--- src/rtl/booth_multiplier.sv ---
// ---------------------------------------------------------------------------
// booth_multiplier
//
// Sequential signed radix-2 Booth multiplier. Two two's-complement operands
// are captured on a start strobe while idle. One Booth recoding step then
// runs per clock, and the full-precision 2*WIDTH-bit signed product is
// registered together with a one-cycle done pulse.
//
// Latency : WIDTH cycles from the capture edge to a valid product.
// Rate    : one result every WIDTH+1 cycles when start is held high.
//
// Ports
//   clk      in   1        rising-edge clock
//   rst_n    in   1        asynchronous active-low reset
//   i_start  in   1        request, sampled only while o_busy = 0
//   i_a      in   WIDTH    signed multiplicand
//   i_b      in   WIDTH    signed multiplier
//   o_p      out  2*WIDTH  signed product, held until the next completion
//   o_busy   out  1        multiplication in progress
//   o_done   out  1        one-cycle pulse on the cycle o_p is updated
//
// FSM states
//   state   | meaning
//   --------+-------------------------------------------------------
//   ST_IDLE | waiting for i_start; operands are loaded on leaving
//   ST_RUN  | one Booth step per clock until the step counter ends
// ---------------------------------------------------------------------------
module booth_multiplier #(
    parameter int WIDTH = 4
) (
    input  logic                 clk,
    input  logic                 rst_n,
    input  logic                 i_start,
    input  logic [WIDTH-1:0]     i_a,
    input  logic [WIDTH-1:0]     i_b,
    output logic [2*WIDTH-1:0]   o_p,
    output logic                 o_busy,
    output logic                 o_done
);

    localparam int CW = $clog2(WIDTH + 1);

    typedef enum logic {
        ST_IDLE = 1'b0,
        ST_RUN  = 1'b1
    } state_t;

    state_t             r_state;
    state_t             w_state_nxt;

    logic [WIDTH:0]     r_m;
    logic [WIDTH:0]     r_acc;
    logic [WIDTH-1:0]   r_q;
    logic               r_q1;
    logic [CW-1:0]      r_count;
    logic [2*WIDTH-1:0] r_p;
    logic               r_done;

    logic               w_load;
    logic               w_step;
    logic               w_last;

    logic [WIDTH:0]     w_acc_sum;
    logic [2*WIDTH+1:0] w_shift;
    logic [WIDTH:0]     w_acc_nxt;
    logic [WIDTH-1:0]   w_q_nxt;
    logic               w_q1_nxt;

    // -----------------------------------------------------------------------
    // Control FSM
    // -----------------------------------------------------------------------
    always_ff @(posedge clk or negedge rst_n) begin
        if (!rst_n) begin
            r_state <= ST_IDLE;
        end else begin
            r_state <= w_state_nxt;
        end
    end

    always_comb begin
        w_state_nxt = r_state;
        w_load      = 1'b0;
        w_step      = 1'b0;
        w_last      = 1'b0;
        case (r_state)
            ST_IDLE: begin
                if (i_start) begin
                    w_load      = 1'b1;
                    w_state_nxt = ST_RUN;
                end
            end
            ST_RUN: begin
                w_step = 1'b1;
                // Counter holds the number of steps still to run, so the
                // step taken while it reads 1 is the final one.
                if (r_count == CW'(1)) begin
                    w_last      = 1'b1;
                    w_state_nxt = ST_IDLE;
                end
            end
            default: begin
                w_state_nxt = ST_IDLE;
            end
        endcase
    end

    // -----------------------------------------------------------------------
    // Booth step datapath
    // -----------------------------------------------------------------------
    always_comb begin
        w_acc_sum = r_acc;
        case ({r_q[0], r_q1})
            2'b01:   w_acc_sum = r_acc + r_m;
            2'b10:   w_acc_sum = r_acc - r_m;
            default: w_acc_sum = r_acc;
        endcase
    end

    // Arithmetic right shift of {ACC, Q, Q_1}: the ACC sign bit is replicated
    // at the top and the old Q[0] drops into Q_1.
    assign w_shift   = {w_acc_sum[WIDTH], w_acc_sum, r_q};
    assign w_acc_nxt = w_shift[2*WIDTH+1:WIDTH+1];
    assign w_q_nxt   = w_shift[WIDTH:1];
    assign w_q1_nxt  = w_shift[0];

    always_ff @(posedge clk or negedge rst_n) begin
        if (!rst_n) begin
            r_m     <= '0;
            r_acc   <= '0;
            r_q     <= '0;
            r_q1    <= 1'b0;
            r_count <= '0;
        end else if (w_load) begin
            // One guard bit on M and ACC keeps -2^(WIDTH-1) subtractions exact.
            r_m     <= {i_a[WIDTH-1], i_a};
            r_acc   <= '0;
            r_q     <= i_b;
            r_q1    <= 1'b0;
            r_count <= CW'(WIDTH);
        end else if (w_step) begin
            r_acc   <= w_acc_nxt;
            r_q     <= w_q_nxt;
            r_q1    <= w_q1_nxt;
            r_count <= r_count - CW'(1);
        end
    end

    // -----------------------------------------------------------------------
    // Result and status
    // -----------------------------------------------------------------------
    always_ff @(posedge clk or negedge rst_n) begin
        if (!rst_n) begin
            r_p    <= '0;
            r_done <= 1'b0;
        end else begin
            r_done <= w_last;
            if (w_last) begin
                // The guard bit of ACC is dropped; the low 2*WIDTH bits
                // already carry the correctly signed product.
                r_p <= {w_acc_nxt[WIDTH-1:0], w_q_nxt};
            end
        end
    end

    assign o_p    = r_p;
    assign o_busy = (r_state == ST_RUN);
    assign o_done = r_done;

endmodule

--- config.mk ---
export PLATFORM = sky130hd
export DESIGN_NAME = booth_multiplier
export DESIGN_NICKNAME = d
export VERILOG_FILES = /design/src/rtl/booth_multiplier.sv
export SDC_FILE = /design/constraint.sdc
export NUM_CORES = 1
export LEC_CHECK = 0
export BUFFER_PORTS_ARGS = -buffer_cell sky130_fd_sc_hd__buf_2
export CELL_PAD_IN_SITES_DETAIL_PLACEMENT = 1
export CELL_PAD_IN_SITES_GLOBAL_PLACEMENT = 1
export CORE_MARGIN = 2
export CORE_UTILIZATION = 42
export CTS_CLUSTER_SIZE = 14
export DETAILED_ROUTE_END_ITERATION = 12
export GPL_TIMING_DRIVEN = 0
export PLACE_DENSITY = 0.87
export SYNTH_ARGS = -nofsm -noshare
export SYNTH_HDL_FRONTEND = slang
export SYNTH_SLANG_ARGS = --single-unit
--- constraint.sdc ---
create_clock -name clk -period 2.7 [get_ports clk]
set_input_delay 0.135 -clock clk [delete_from_list [all_inputs] [get_ports clk]]
set_output_delay 0.135 -clock clk [all_outputs]
set_load 0.005 [all_outputs]
==> out/metrics.cfg, run 1 <==
[timing]
fmax_ghz = 0.396
setup-tns-final_ps = 0
skew_ps = 1.46
rsz0062_at_grt = false
hold_ws_ps = 31.7
worst_pin_slew_ps = 582
relSlewSlack_pct = 61.2
period_share_pct = 93.6
finalHoldViolCount = 0
fin_crit_ps = 2530
drv_slew = 0
setup_viol = 0

[cts]
clock_latency_ps = 320
cts_root_buffer = clkbuf_4
cts-resized-gates = 0
numCtsBuffers = 3
cts_htree_levels = 1
clock_path_buffers = 2
cts_tree = done
clk_pin_slew_ps = 140
post_cts_buffers = 0
cts_hold_buf = 1
clock_sinks = 26

[synth]
yosys-top-cells-area = dfrtp_1 (47%), nand2_1 (7.8%), ha_1 (7.2%)
synth_warnings = 0
syn_avg_cell_area_um2 = 9.64
yosysTopAreaCell = dfrtp_1
synthCells = 144
synth_seq_area_share_pct = 46.9
synthDistinctLibCells = 30
synth_top_area_share_pct = 46.9
syn_area_um2 = 1390
ys_ff_latch = 26
synth_fp_nets = 164

[critical_path]
cp-start-kind = register
timing_worst_setup_path_type = register to register
critPathMaxFanout = 5
end_kind = register
required_ps = 2920
cp.arrival_ps = 2750

[detailed_routing]
routed_wirelength_mm = 2.90
drc = 0
wire_per_inst_um = 13.6
viasPerCell = 4.89
ant_nets = 0
vias = 1041
first_pass_iters = 4
drt_iter0_markers = 20

[die]
dieWidth_um = 61.5
ioPinCount = 21
row_count = 20
initial_core_util_pct = 44.7
dieArea_um2 = 3780
die_h_um = 61.5
core_um2 = 3100

[final_layout]
fin_area_um2 = 1590
syn_to_final_growth_pct = 14.5
num-fill-cells = 390
nNetsFinal = 190
layout-drive-gt1-share_pct = 22.5
antenna_cells = 0

[global_route]
grt_max_degree = 27
antenna_found_initial = 0
grt_pass1_wl_mm = 4.84
first_global_vias = 1032
gr-usage-all-layers_pct = 17.1
grt_overflow = 0

[power_and_ir_drop]
ir_worst_vdd_mv = 0.526
p_int_uw = 1320
p_comb_share_pct = 60.6
power_switching_share_pct = 43.5
p_clk_share_pct = 8.4
power_frac_seq_pct = 31.0
power.density_nw_per_um2 = 1470
power_leakage_uw = 0.000805
p_sw_uw = 1020

[place]
hpwl_mm = 2.23
port_buffers = 20
dpl-instance-area_um2 = 1540
gp_congestion = 0.805

[worst_hold_path]
hold_path_class = input port to register

[outcome]
status = complete, no violations

[run]
maxCapViolations = 0

[cells in the mapped netlist]
cell	instances
xor2_1	2
mux2_2	4
nor3b_1	1
a21oi_1	5
dfrtp_1	26
or2_4	1
nor2_1	9
a31oi_1	1
nand2_1	29
and3_1	1
xnor2_1	3
inv_1	10
nand2b_1	4
a21oi_2	1
nor3_1	3
o21ai_0	10
or2_1	1
fa_1	1
ha_1	8
a21o_1	1
inv_2	1
buf_2	3
o31ai_1	4
o21ai_2	1
nand2b_2	1
mux2i_1	6
xnor2_2	1
mux2_4	1
clkbuf_1	3
nor2b_1	2
[worst max-delay path: stages (launching register included)]
cell and delay (ps):
dfrtp_1 400, inv_1 80, ha_1 250, mux2_2 400, fa_1 430, nand2b_1 170, a21oi_2 180, xnor2_2 160
nand2b_2 90, mux2_4 290
[layout by cell type (no fill, tap or decap), types with 2 or more instances in the layout]
master / n
clkbuf_4: 3
mux2_2: 4
nor2_1: 9
o21ai_0: 10
dfrtp_1: 26
nor2b_1: 2
xnor2_1: 3
ha_1: 8
buf_2: 23
nand2b_1: 4
nand2_1: 29
nor3_1: 3
o31ai_1: 4
clkbuf_1: 3
xor2_1: 2
a21oi_1: 5
inv_1: 10
mux2i_1: 6
[path summary, 6_finish.rpt]
path	from	end	slack, ps	cells past startpoint
worst min register to register	o_p[1]	o_p[1]	480	2
worst min-delay path	i_a[0]	r_m[0]	30	3
max in group asynchronous	rst_n	r_acc[1]	1990	2
worst max register to register	r_q1	r_acc[3]	170	9
worst max-delay path	r_q1	r_acc[3]	170	9
min in group asynchronous	rst_n	r_count[1]	330	2
[state kept, by name (all words and copies together), names as in the netlist]
name / cells
r_count: 3
r_m: 4
r_q1: 1
o_p: 8
o_done: 1
r_acc: 4
o_busy: 1
r_q: 4
[power by group through the flow]
stage | clock network (uW) | registers, uW | logic [uW]
6_report | 197 | 724 | 1420
5_1_grt | 217 | 748 | 1610
4_1_cts | 205 | 723 | 1440
3_5_place_dp | 0 | 731 | 1420
3_3_place_gp | 0 | 715 | 1330
2_1_floorplan | 0 | 702 | 1100
[routing by layer]
metal	track usage [%]	up-vias	part of all wire (%)
met1	22.0	504	46
met2	31.3	19	51
met3	2.52	0	2.8
met5	0	-	0
li1	-	518	-
met4	1.82	0	0
[cell type report]
class | count | area (um^2) | area share [%]
inverter | 11 | 41.3 | 2.60
tap | 44 | 55.1 | 3.46
clock buffer | 4 | 36.3 | 2.28
buffer | 6 | 26.3 | 1.65
sequential | 26 | 651 | 40.9
multi-input combinational | 101 | 669 | 42.1
timing repair buffer | 21 | 110 | 6.93
[metrics by stage]
stage	setup slack, ps	util [%]	cells	power, uW
2_1_floorplan	369	-	144	1800
3_3_place_gp	246	49.7	208	2040
3_5_place_dp	216	49.7	208	2160
4_1_cts	166	51.2	213	2370
5_1_grt	66.6	51.2	213	2580
6_report	172	51.2	213	2340
[cell families after synthesis]
kind of cell	count (synthesis)	share of synthesized area (%)
AO/OA/AOI/OAI	23	9.83
XOR/XNOR	6	4.33
adder cells (fa/ha/maj)	9	8.66
buffers and inverters	17	4.87
flip-flops	26	46.9
multiplexers	11	8.66
AND/OR/NAND/NOR	52	16.8
No activity file was read; power rests on OpenSTA's default activity.
==> inputs of run 2 (changes only) <==
--- a/config.mk
+++ b/config.mk
@@ -12,8 +12,7 @@
 export CORE_UTILIZATION = 42
 export CTS_CLUSTER_SIZE = 14
 export DETAILED_ROUTE_END_ITERATION = 12
-export GPL_TIMING_DRIVEN = 0
-export PLACE_DENSITY = 0.87
+export PLACE_DENSITY = 0.82
 export SYNTH_ARGS = -nofsm -noshare
 export SYNTH_HDL_FRONTEND = slang
 export SYNTH_SLANG_ARGS = --single-unit
==> run 2 against run 1 <==
Effect of this change:
- highest routed layer is now met4
- first-iteration DRC count increased by 50%
- largest power group unchanged
- critical path type unchanged
- critical path depth unchanged
- wire length decreased by 0.24%
- via count unchanged
==> out/metrics.cfg, run 2 (same netlist as run 1, synthesis figures left out) <==
[outcome]
status = complete, no violations

[final_layout]
antenna_cells = 0
final_cell_mix = nand2_1 (29), dfrtp_1 (26), buf_2 (20)
multi_input_area_um2 = 669
num-fill-cells = 384
syn_to_final_growth_pct = 12.4
nNetsFinal = 185
ff_latch_area_um2 = 651
layout-drive-gt1-share_pct = 20.9
largest_register_ffs = 8
final_common_cell = nand2_1
fin_area_um2 = 1560
fin_util_pct = 50.2

[critical_path]
reg2reg_slack_ps = 180
crit_slowest_cell = fa_1
reg2reg_from = r_q1
crit_buf_inv = 1
required_ps = 2930
critPathMaxFanout = 5
crit_start = r_q1
cp.arrival_ps = 2750
path_cells = inv_1 -> ha_1 -> mux2_2 -> fa_1 -> nand2b_1 -> a21oi_2 -> xnor2_2 -> nand2b_2 -> mux2_4
cp-start-kind = register
path_delay_family = multiplexers
end_kind = register
reg2reg_to = r_acc[3]
reg2reg_depth = 9
cp_slowest_stage_delay_ps = 430
timing_worst_setup_path_type = register to register

[die]
core_um2 = 3100
die_h_um = 61.5
ioPinCount = 21
dieArea_um2 = 3780
initial_core_util_pct = 44.7
dieWidth_um = 61.5
row_count = 20

[worst_hold_path]
hold_path_depth = 3
hold_start = i_a[0]
hold_path_class = input port to register
hold_end = r_m[0]

[timing]
setup_viol = 0
setup-tns-final_ps = 0
relSlewSlack_pct = 51.4
finalHoldViolCount = 0
fmax_ghz = 0.397
period_share_pct = 93.3
drv_slew = 0
setup_slack_ps = 182
skew_ps = 11.1
fin_crit_ps = 2520
worst_pin_slew_ps = 729
rsz0062_at_grt = false

[power_and_ir_drop]
power.density_nw_per_um2 = 1480
power_leakage_uw = 0.000789
ir_worst_vdd_mv = 0.592

[detailed_routing]
first_pass_iters = 3
drc = 0
routed_wirelength_mm = 2.90
drt_iter0_markers = 30
viasPerCell = 5.03
vias = 1041
wire_per_inst_um = 14.0
ant_nets = 0

[place]
preCtsSetupSlack_ps = 180
gp_congestion = 0.850
port_buffers = 20
dpl-instance-area_um2 = 1520
hpwl_mm = 2.13

[cts]
clock_sinks = 26
cts_tree = done
cts-resized-gates = 0
post_cts_buffers = 0
cts_htree_levels = 1
clock_latency_ps = 330
clk_pin_slew_ps = 150
cts_root_buffer = clkbuf_4
numCtsBuffers = 3
clock_path_buffers = 2

[global_route]
gr-usage-all-layers_pct = 18.7
first_global_vias = 1108
grt_overflow = 0
antenna_found_initial = 0
grt_pass1_wl_mm = 5.07
grt_max_degree = 27

[run]
maxCapViolations = 0

run 2: worst max path at each step:
| stage | to | slack [ps] | cells after the start |
|---|---|---|---|
| 6_report | r_acc[3] | 180 | 9 |
| 5_1_grt | r_acc[3] | 40 | 9 |
| 4_1_cts | r_acc[3] | 160 | 9 |
| 3_5_place_dp | r_acc[3] | 180 | 9 |
| 3_3_place_gp | r_acc[3] | 310 | 9 |
| 2_1_floorplan | r_acc[3] | 370 | 9 |
run 2: where the power goes:
| part | internal, uW | switching [uW] | total (uW) | leakage, uW |
|---|---|---|---|---|
| combinational | 651 | 732 | 1380 | 0.000455 |
| clock | 52.4 | 117 | 169 | 0.0000138 |
| sequential | 580 | 177 | 757 | 0.000321 |
run 2: metrics by stage:
stage / power, uW / instances / hold WS [ps]
after floorplan: 1800 / 144 / -161
after global placement: 2040 / 202 / 166
after detailed placement: 2140 / 202 / 169
after CTS: 2340 / 207 / 3.26
after global routing: 2560 / 207 / 9.47
final: 2310 / 207 / 6.83
run 2: timing repair:
action / CTS / global route
hold endpoints to repair: 27 / 0
hold buffers: 2 / 0
endpoints found under the setup margin: 0 / 0
run 2: layout make-up:
| class | instances | share of cell area (%) |
|---|---|---|
| flip-flops and latches | 26 | 41.7 |
| clock buffers | 3 | 1.44 |
| inverters | 11 | 2.65 |
| multi-input cells | 101 | 42.9 |
| repair buffers | 22 | 7.70 |
| well taps | 44 | 3.53 |
run 2: metal layers:
layer  up-vias  share of wire, %  wire length (um)  global-route usage (%)
met2        15                50              1460                    32.0
met1       514                46              1330                    23.9
met5         -                 0                 0                       0
met4         0               1.4                41                    6.69
met3         4               2.5                71                    2.73
li1        508                 -                 -                       -
run 2: tightest hold or removal path, delay by kind of cell:
kind                   cells  cell delay, ps
buffers and inverters      1              70
AO/OA/AOI/OAI              1              60
AND/OR/NAND/NOR            1              40
==> inputs of run 3 (changes only) <==
==> config.mk (replaced) <==
export PLATFORM = sky130hd
export DESIGN_NAME = booth_multiplier
export DESIGN_NICKNAME = d
export VERILOG_FILES = /design/src/rtl/booth_multiplier.sv
export SDC_FILE = /design/constraint.sdc
export NUM_CORES = 1
export LEC_CHECK = 0
export CORE_MARGIN = 2
export CORE_UTILIZATION = 60
export CTS_CLUSTER_SIZE = 14
export DETAILED_ROUTE_END_ITERATION = 12
export DONT_BUFFER_PORTS = 1
export PLACE_DENSITY = 0.81
export SYNTH_ARGS = -nofsm -noshare
export SYNTH_HDL_FRONTEND = slang
export SYNTH_SLANG_ARGS = --single-unit
==> run 3 against run 2 <==
Effect of this change:
- the flow now finishes with violations (negative hold slack)
- maximum frequency shrank 0.34%
- core utilization grew 21 points
- sequential power shrank 1%
- worst hold slack lost 11 ps
- non-clock buffer count shrank 12
- critical endpoint unchanged
- sequential cell count is the same
- setup slack lost 8.6 ps
- register-to-register slack is essentially flat
==> out/metrics.cfg, run 3 (same netlist as run 1, synthesis figures left out) <==
[die]
core_um2 = 2190
dieWidth_um = 52.1
initial_core_util_pct = 63.3
ioPinCount = 21
die_h_um = 52.1
dieArea_um2 = 2710
row_count = 17

[outcome]
violations = negative hold slack
status = finished, violations left

[global_route]
antenna_found_initial = 0
grt_overflow = 0
grt_max_degree = 27
gr-usage-all-layers_pct = 24.0
grt_pass1_wl_mm = 4.69
first_global_vias = 1079

[final_layout]
multi_input_area_um2 = 669
largest_register_ffs = 8
final_cell_mix = nand2_1 (29), dfrtp_1 (26), inv_1 (10), o21ai_0 (10), nor2_1 (9)
nNetsFinal = 173
syn_to_final_growth_pct = 12.2
fin_util_pct = 71.0
ff_latch_area_um2 = 651
antenna_cells = 0
num-fill-cells = 156
layout-drive-gt1-share_pct = 11.2
final_common_cell = nand2_1

[detailed_routing]
wire_per_inst_um = 14.6
vias = 1003
ant_nets = 0
routed_wirelength_mm = 2.62
first_pass_iters = 4
drc = 0
drt_iter0_markers = 19
viasPerCell = 5.57

[timing]
rsz0062_at_grt = false
relSlewSlack_pct = 68.7
drv_slew = 0
finalHoldViolCount = 2
fin_crit_ps = 2530
worst_pin_slew_ps = 469
hold_ws_ps = -4.39
setup-tns-final_ps = 0
period_share_pct = 93.6
skew_ps = 19.8
setup_viol = 0
fmax_ghz = 0.396

[worst_hold_path]
hold_path_class = input port to register

[run]
maxCapViolations = 0

[cts]
clock_path_buffers = 2
clock_latency_ps = 340
cts_htree_levels = 1
cts_root_buffer = clkbuf_4
cts_tree = done
clk_pin_slew_ps = 160
numCtsBuffers = 3
post_cts_buffers = 0
clock_sinks = 26

[critical_path]
endpoint = r_acc[3]
timing_worst_setup_path_type = register to register
reg2reg_to = r_acc[3]
end_kind = register
reg2reg_from = r_q1
crit_start = r_q1
reg2reg_slack_ps = 170
critPathMaxFanout = 5
required_ps = 2920
cp.arrival_ps = 2750
cp-start-kind = register
reg2reg_depth = 9

[power_and_ir_drop]
power.density_nw_per_um2 = 1510
power_leakage_uw = 0.000757
ir_worst_vdd_mv = 0.971

[place]
gp_congestion = 0.866
port_buffers = 0
hpwl_mm = 1.81

## run 3: cell count changes in the layout (fill, tap and decap cells not counted), sizes merged
cell and delta:
buf -18, dlygate4sd3 +6, bufinv +1
## run 3: power breakdown
part	switching, uW	total [uW]	leakage [uW]	internal, uW
sequential	168	749	0.000321	581
clock	122	273	0.0000279	150
combinational	706	1330	0.000408	620
total	997	2350	0.000757	1350
## run 3: layout make-up
type / count / area share [%]
inverter: 11 / 2.65
timing repair buffer: 10 / 6.91
clock buffer: 3 / 1.45
tap: 28 / 2.25
sequential: 26 / 41.8
clock inverter: 1 / 1.93
multi-input combinational: 101 / 43.0
## run 3: how the worst min path moves through the flow
stage          startpoint  endpoint  slack, ps  cells after the start
3_3_place_gp        rst_n    o_p[1]       -160                      0
4_1_cts           i_start    r_q[0]          3                      2
2_1_floorplan       rst_n    o_busy       -160                      0
6_report          i_start    r_q[0]         -4                      2
3_5_place_dp        rst_n    o_p[3]       -160                      0
5_1_grt           i_start    r_q[3]         20                      2
## run 3: repair_timing
action                                 CTS  global route
gates resized for setup                  0             0
hold buffers                             9             0
endpoints found under the hold margin   38             0
## run 3: layer usage
layer  routed length (um)  up-vias  track usage (%)
met4                  102        0             15.8
met5                    0        -                0
met1                 1190      481             30.3
met2                 1220       30             38.2
li1                     -      484                -
met3                  112        8             3.45
## run 3: metrics by stage
step	setup WS [ps]	cell area, um^2	power [uW]	hold WS [ps]	instances
detailed placement	221	1400	2060	-160	167
floorplan	369	1390	1800	-161	144
global placement	326	1400	1950	-160	167
global route	60.3	1560	2570	20.0	180
finish	173	1560	2350	-4.39	180
CTS	185	1560	2350	2.63	180
## run 3: critical path, stage by stage (launching register included)
cell	delay [ps]
dfrtp_1	390
inv_1	70
ha_1	230
mux2_2	390
fa_1	430
nand2b_1	170
a21oi_2	190
xnor2_2	170
nand2b_2	90
mux2_4	290
